<file path="src/rtl/button_debounce_if.sv">
// button_debounce_if: raw button pin plus the conditioned level, event strobes and tick
interface button_debounce_if;
    logic btn_in;
    logic btn_level;
    logic press_pulse;
    logic release_pulse;
    logic long_pulse;
    logic tick;
    modport master (
        output btn_in,
        input  btn_level, press_pulse, release_pulse, long_pulse, tick
    );
    modport slave (
        input  btn_in,
        output btn_level, press_pulse, release_pulse, long_pulse, tick
    );
endinterface

</file>
<file path="src/rtl/button_debounce.sv">
// button_debounce: synchronise, debounce and classify one raw push-button input on mclk
module button_debounce #(
    parameter int TICK_DIV    = 50000,
    parameter int DEB_TICKS   = 10,
    parameter int LONG_TICKS  = 1000,
    parameter bit ACTIVE_HIGH = 1'b1
) (
    input logic mclk,
    input logic rs,
    button_debounce_if.slave bus
);
    localparam int PW = $clog2(TICK_DIV);
    localparam int DW = DEB_TICKS > 1 ? $clog2(DEB_TICKS) : 1;
    localparam int LW = LONG_TICKS > 1 ? $clog2(LONG_TICKS) : 1;
    localparam logic [PW-1:0] P_LAST = PW'(TICK_DIV - 1);
    localparam logic [DW-1:0] D_LAST = DW'(DEB_TICKS - 1);
    localparam logic [LW-1:0] L_LAST = LW'(LONG_TICKS - 1);

    typedef enum logic [1:0] {IDLE, ARM, PRESSED, DISARM} state_t;

    state_t        state;
    logic          raw;
    logic          sync1;
    logic          s_in;
    logic [PW-1:0] cnt;
    logic          tick_w;
    logic [DW-1:0] deb_cnt;
    logic [LW-1:0] long_cnt;
    logic          long_done;
    logic          level;
    logic          press;
    logic          rel;
    logic          lng;

    assign raw    = ACTIVE_HIGH ? bus.btn_in : ~bus.btn_in;
    assign tick_w = cnt == P_LAST;

    assign bus.btn_level     = level;
    assign bus.press_pulse   = press;
    assign bus.release_pulse = rel;
    assign bus.long_pulse    = lng;
    assign bus.tick          = tick_w;

    // two-flop synchroniser for the asynchronous pin, idle-low out of reset
    always_ff @(posedge mclk or negedge rs)
        if (!rs) {sync1, s_in} <= 2'b00;
        else     {sync1, s_in} <= {raw, sync1};

    // free-running prescaler; the FSM only samples its tick, never restarts it
    always_ff @(posedge mclk or negedge rs)
        if (!rs) cnt <= '0;
        else     cnt <= tick_w ? '0 : cnt + 1'b1;

    // debounce/long-press FSM with registered level and one-cycle strobes
    always_ff @(posedge mclk or negedge rs)
        if (!rs) begin
            state     <= IDLE;
            deb_cnt   <= '0;
            long_cnt  <= '0;
            long_done <= 1'b0;
            level     <= 1'b0;
            press     <= 1'b0;
            rel       <= 1'b0;
            lng       <= 1'b0;
        end else begin
            press <= 1'b0;
            rel   <= 1'b0;
            lng   <= 1'b0;
            case (state)
                IDLE: begin
                    level <= 1'b0;
                    if (s_in) begin
                        state   <= ARM;
                        deb_cnt <= '0;
                    end
                end
                ARM: begin
                    if (!s_in) state <= IDLE;
                    else if (tick_w) begin
                        if (deb_cnt == D_LAST) begin
                            state     <= PRESSED;
                            press     <= 1'b1;
                            level     <= 1'b1;
                            long_cnt  <= '0;
                            long_done <= 1'b0;
                        end else deb_cnt <= deb_cnt + 1'b1;
                    end
                end
                PRESSED: begin
                    level <= 1'b1;
                    if (tick_w && !long_done) begin
                        if (long_cnt == L_LAST) begin
                            lng       <= 1'b1;
                            long_done <= 1'b1;
                        end else long_cnt <= long_cnt + 1'b1;
                    end
                    if (!s_in) begin
                        state   <= DISARM;
                        deb_cnt <= '0;
                    end
                end
                DISARM: begin
                    if (s_in) state <= PRESSED;
                    else if (tick_w) begin
                        if (deb_cnt == D_LAST) begin
                            state <= IDLE;
                            rel   <= 1'b1;
                            level <= 1'b0;
                        end else deb_cnt <= deb_cnt + 1'b1;
                    end
                end
                default: state <= IDLE;
            endcase
        end
endmodule
</file>
<file path="src/flat_wrapper.sv">
// flat-port wrapper written by rule: the top's interface ports become plain ports
module button_debounce_flat 
#(
    parameter int TICK_DIV    = 50000,
    parameter int DEB_TICKS   = 10,
    parameter int LONG_TICKS  = 1000,
    parameter bit ACTIVE_HIGH = 1'b1
)
  (mclk, rs, bus_btn_in, bus_btn_level, bus_press_pulse, bus_release_pulse, bus_long_pulse, bus_tick);
  button_debounce_if bus_i ();
  input logic mclk;
  input logic rs;
  input wire logic [$bits(bus_i.btn_in)-1:0] bus_btn_in;
  output wire logic [$bits(bus_i.btn_level)-1:0] bus_btn_level;
  output wire logic [$bits(bus_i.press_pulse)-1:0] bus_press_pulse;
  output wire logic [$bits(bus_i.release_pulse)-1:0] bus_release_pulse;
  output wire logic [$bits(bus_i.long_pulse)-1:0] bus_long_pulse;
  output wire logic [$bits(bus_i.tick)-1:0] bus_tick;
  assign bus_i.btn_in = bus_btn_in;
  assign bus_btn_level = bus_i.btn_level;
  assign bus_press_pulse = bus_i.press_pulse;
  assign bus_release_pulse = bus_i.release_pulse;
  assign bus_long_pulse = bus_i.long_pulse;
  assign bus_tick = bus_i.tick;
  button_debounce #(.TICK_DIV(TICK_DIV), .DEB_TICKS(DEB_TICKS), .LONG_TICKS(LONG_TICKS), .ACTIVE_HIGH(ACTIVE_HIGH)) u_core (.mclk(mclk), .rs(rs), .bus(bus_i));
endmodule
</file>
<file path="config.mk">
export PLATFORM = sky130hd
export DESIGN_NAME = button_debounce_flat
export DESIGN_NICKNAME = d
export VERILOG_FILES = /design/src/rtl/button_debounce_if.sv /design/src/rtl/button_debounce.sv /design/src/flat_wrapper.sv
export SDC_FILE = /design/constraint.sdc
export NUM_CORES = 1
export LEC_CHECK = 0
export CORE_MARGIN = 2
export CORE_UTILIZATION = 65
export DETAILED_ROUTE_END_ITERATION = 10
export PLACE_DENSITY_LB_ADDON = 0.15
export SLEW_MARGIN = 15
export SYNTH_ARGS = -nofsm -noshare
export SYNTH_HDL_FRONTEND = slang
export SYNTH_SLANG_ARGS = --single-unit
</file>
<file path="constraint.sdc">
create_clock -name mclk -period 6.2 [get_ports mclk]
set_input_delay 0.62 -clock mclk [delete_from_list [all_inputs] [get_ports mclk]]
set_output_delay 0.62 -clock mclk [all_outputs]
set_load 0.005 [all_outputs]
</file>
==> impl_metrics.env <==
export IMPL_gp_congestion=0.904
export IMPL_cts_resized=0
export IMPL_antennaDiodeCount=0
export IMPL_yosys_warnings=0
export IMPL_syn_nets=226
export IMPL_vias=1652
export IMPL_first_pass_iters=4
export IMPL_ctsLongestPathBuffers=2
export IMPL_cts_setup_buffers=0
export IMPL_antenna_found_initial=0
export IMPL_grt_usage_pct=25.9
export IMPL_yosysSeqAreaShare_pct=46.1
export IMPL_fp_dieW_um=61.1
export IMPL_synth_edff_count=0
export IMPL_rsz0062_at_grt="false"
export IMPL_path_class="register to output port"
export IMPL_peakVddDrop_mv=0.319
export IMPL_pwr_density_cell_nw_per_um2=293
export IMPL_die_area_um2=3730
export IMPL_worstPathMaxFanout=13
export IMPL_die_height_um=61.1
export IMPL_wire_per_inst_um=15.1
export IMPL_dp_cells=257
export IMPL_clk_pin_slew_worst_paths_ns=0.11
export IMPL_drc=0
export IMPL_insertion_delay_ns=0.33
export IMPL_cts_sinks=39
export IMPL_root_buffer="clkbuf_4"
export IMPL_cts_tree="built"
export IMPL_finalMaxSlewViolations=0
export IMPL_dp_hpwl_um=2870
export IMPL_drt_initial_drc_count=104
export IMPL_post_route_period_util_pct=52.7
export IMPL_drt_vias_per_instance=6.23
export IMPL_hp_start="u_core.sync1"
export IMPL_ios=8
export IMPL_synthDistinctLibCells=46
export IMPL_setup_viol=0
export IMPL_drv_cap=0
export IMPL_hold_viol=0
export IMPL_fmax_mhz=306
export IMPL_totalWireLength_um=4000
export IMPL_synth_area_top_cells="dfrtp_1, ha_1, nand3_1"
export IMPL_finalNetCount=231
export IMPL_status="finished clean"
export IMPL_grt_pass1_wl_um=7110
export IMPL_hold_class="register to register"
export IMPL_grt_overflow_total=0
export IMPL_r2r_start="u_core.cnt[12]"
export IMPL_ys_ff_latch=39
export IMPL_fin_cells=265
export IMPL_syn_avg_cell_area_um2=9.84
export IMPL_first_global_vias=1613
export IMPL_endpoint_kind="output port"
export IMPL_fin_skew_ns=0.00946
export IMPL_ctsHoldBuffers=0
export IMPL_syn_area_um2=2120
export IMPL_async_reset_ff_share_pct=100
export IMPL_cts_buffers=5
export IMPL_htreeDepth=2
export IMPL_synth_top_area_share_pct=46.1
export IMPL_grt_max_degree=40
export IMPL_required_ns=5.58
export IMPL_slew_headroom_pct=43.6
export IMPL_leakage_uw=0.000990
export IMPL_crit_path_start="u_core.cnt[12]"
export IMPL_cp_arrival_ns=2.64
export IMPL_critPathLaunchType="register"
export IMPL_layout_drive_gt1_share_pct=7.69
export IMPL_io_buffers=7
export IMPL_rows=20
export IMPL_setup_tns_ns=0
export IMPL_syn_inst=215
export IMPL_syn_to_final_growth_pct=6.56
export IMPL_initial_utilization_pct=68.7
export IMPL_synth_area_leader_cell="dfrtp_1"
export IMPL_worst_pin_slew_ns=0.846
export IMPL_coreArea_um2=3080
export IMPL_dominantRegCellSynth="dfrtp_1"
export IMPL_detail_route_antenna_nets=0
export IMPL_fin_crit_ns=3.26
export IMPL_fillers=239
## power by group
part	total [uW]	switching [uW]	internal [uW]
registers	287	15.4	271
logic	230	151	79.6
clock network	143	76.0	66.8
total	660	242	418
## cell usage after synthesis (4+ instances only)
| master | instances |
|---|---|
| nor3_1 | 7 |
| nand3_1 | 17 |
| and3_1 | 7 |
| dfrtp_1 | 39 |
| inv_1 | 7 |
| nor2_1 | 19 |
| o21ai_0 | 17 |
| nand3b_1 | 4 |
| clkbuf_1 | 6 |
| nand2_1 | 13 |
| xnor2_1 | 9 |
| o211ai_1 | 5 |
| a21oi_1 | 4 |
| ha_1 | 8 |
| xor2_1 | 7 |
## layout make-up
class	instances	area (um^2)	area share, %
multi-input cells	159	1050	46.8
flip-flops and latches	39	976	43.3
clock buffers	8	68.8	3.05
repair buffers	7	65.1	2.89
well taps	44	55.1	2.44
inverters	8	35.0	1.55
## state kept, by name, indices dropped and copies added, names as in the netlist, named ones only
| signal | flops |
|---|---|
| u_core.bus.btn_level | 1 |
| u_core.bus.long_pulse | 1 |
| u_core.bus.press_pulse | 1 |
| u_core.bus.release_pulse | 1 |
| u_core.cnt | 16 |
| u_core.deb_cnt | 4 |
| u_core.long_cnt | 10 |
| u_core.long_done | 1 |
| u_core.s_in | 1 |
| u_core.state | 1 |
| u_core.sync1 | 1 |
## worst paths after layout
check	end	slack, ns	cells past startpoint
max in group asynchronous	u_core.deb_cnt[2]	5.31	1
min in group asynchronous	u_core.cnt[13]	0.37	1
worst min-delay path	u_core.s_in	0.36	0
worst min register to register	u_core.s_in	0.36	0
worst max-delay path	bus_tick	2.94	4
worst max register to register	u_core.long_cnt[7]	3.35	6
## critical path: stages, from the launching register on
cell,delay [ns]
dfrtp_1,0.44
or4b_1,0.59
or4_4,0.62
clkinv_4,0.14
clkdlybuf4s50_1,0.51
## cell usage in the layout (no fill, tap or decap), types with 2 or more instances in the layout
cell	instances
o21ai_0	17
nand4b_1	3
ha_1	8
o211ai_1	5
nor3_1	7
or4_1	2
inv_1	7
xnor2_1	9
mux2_2	2
nand4_1	3
nor4_1	3
a211o_1	3
a21o_1	2
xor2_1	7
nand2_1	13
clkdlybuf4s50_1	6
nand3_1	17
clkbuf_4	5
nand3b_1	4
dfrtp_1	39
clkbuf_8	2
nand2b_1	3
and2_1	2
nor2_1	19
a21oi_1	4
and3_1	7
## cells by family (layout without fill, tap and decap cells)
family          count (synthesis)  in the layout  synth area share, %
flops                          39             39                 46.1
simple gates                   96             96                 25.5
compound gates                 37             37                 11.9
xor+xnor                       16             16                 6.62
fa+ha+maj                       8              8                 4.73
mux                             2              2                 1.06
buf+inv                        17             23                 4.02
## routing by layer
metal,up-vias,GRT usage (%),part of all wire [%]
met5,-,0,0
met4,0,10.6,2.1
met3,12,6.72,4.5
met2,49,40.3,49
met1,808,34.8,45
li1,783,-,-
## stage by stage
stage / util (%) / hold WS [ns] / total power, uW / setup slack [ns] / cell area, um^2
4_1_cts: 73.3 / 0.364 / 664 / 2.92 / 2250
3_3_place_gp: 71.0 / 0.336 / 506 / 3.36 / 2190
5_1_grt: 73.3 / 0.379 / 709 / 2.84 / 2250
3_5_place_dp: 71.0 / 0.340 / 519 / 3.31 / 2190
2_1_floorplan: - / 0.324 / 476 / 3.68 / 2120
6_report: 73.3 / 0.360 / 660 / 2.94 / 2250
No activity file was read; power rests on OpenSTA's default activity.
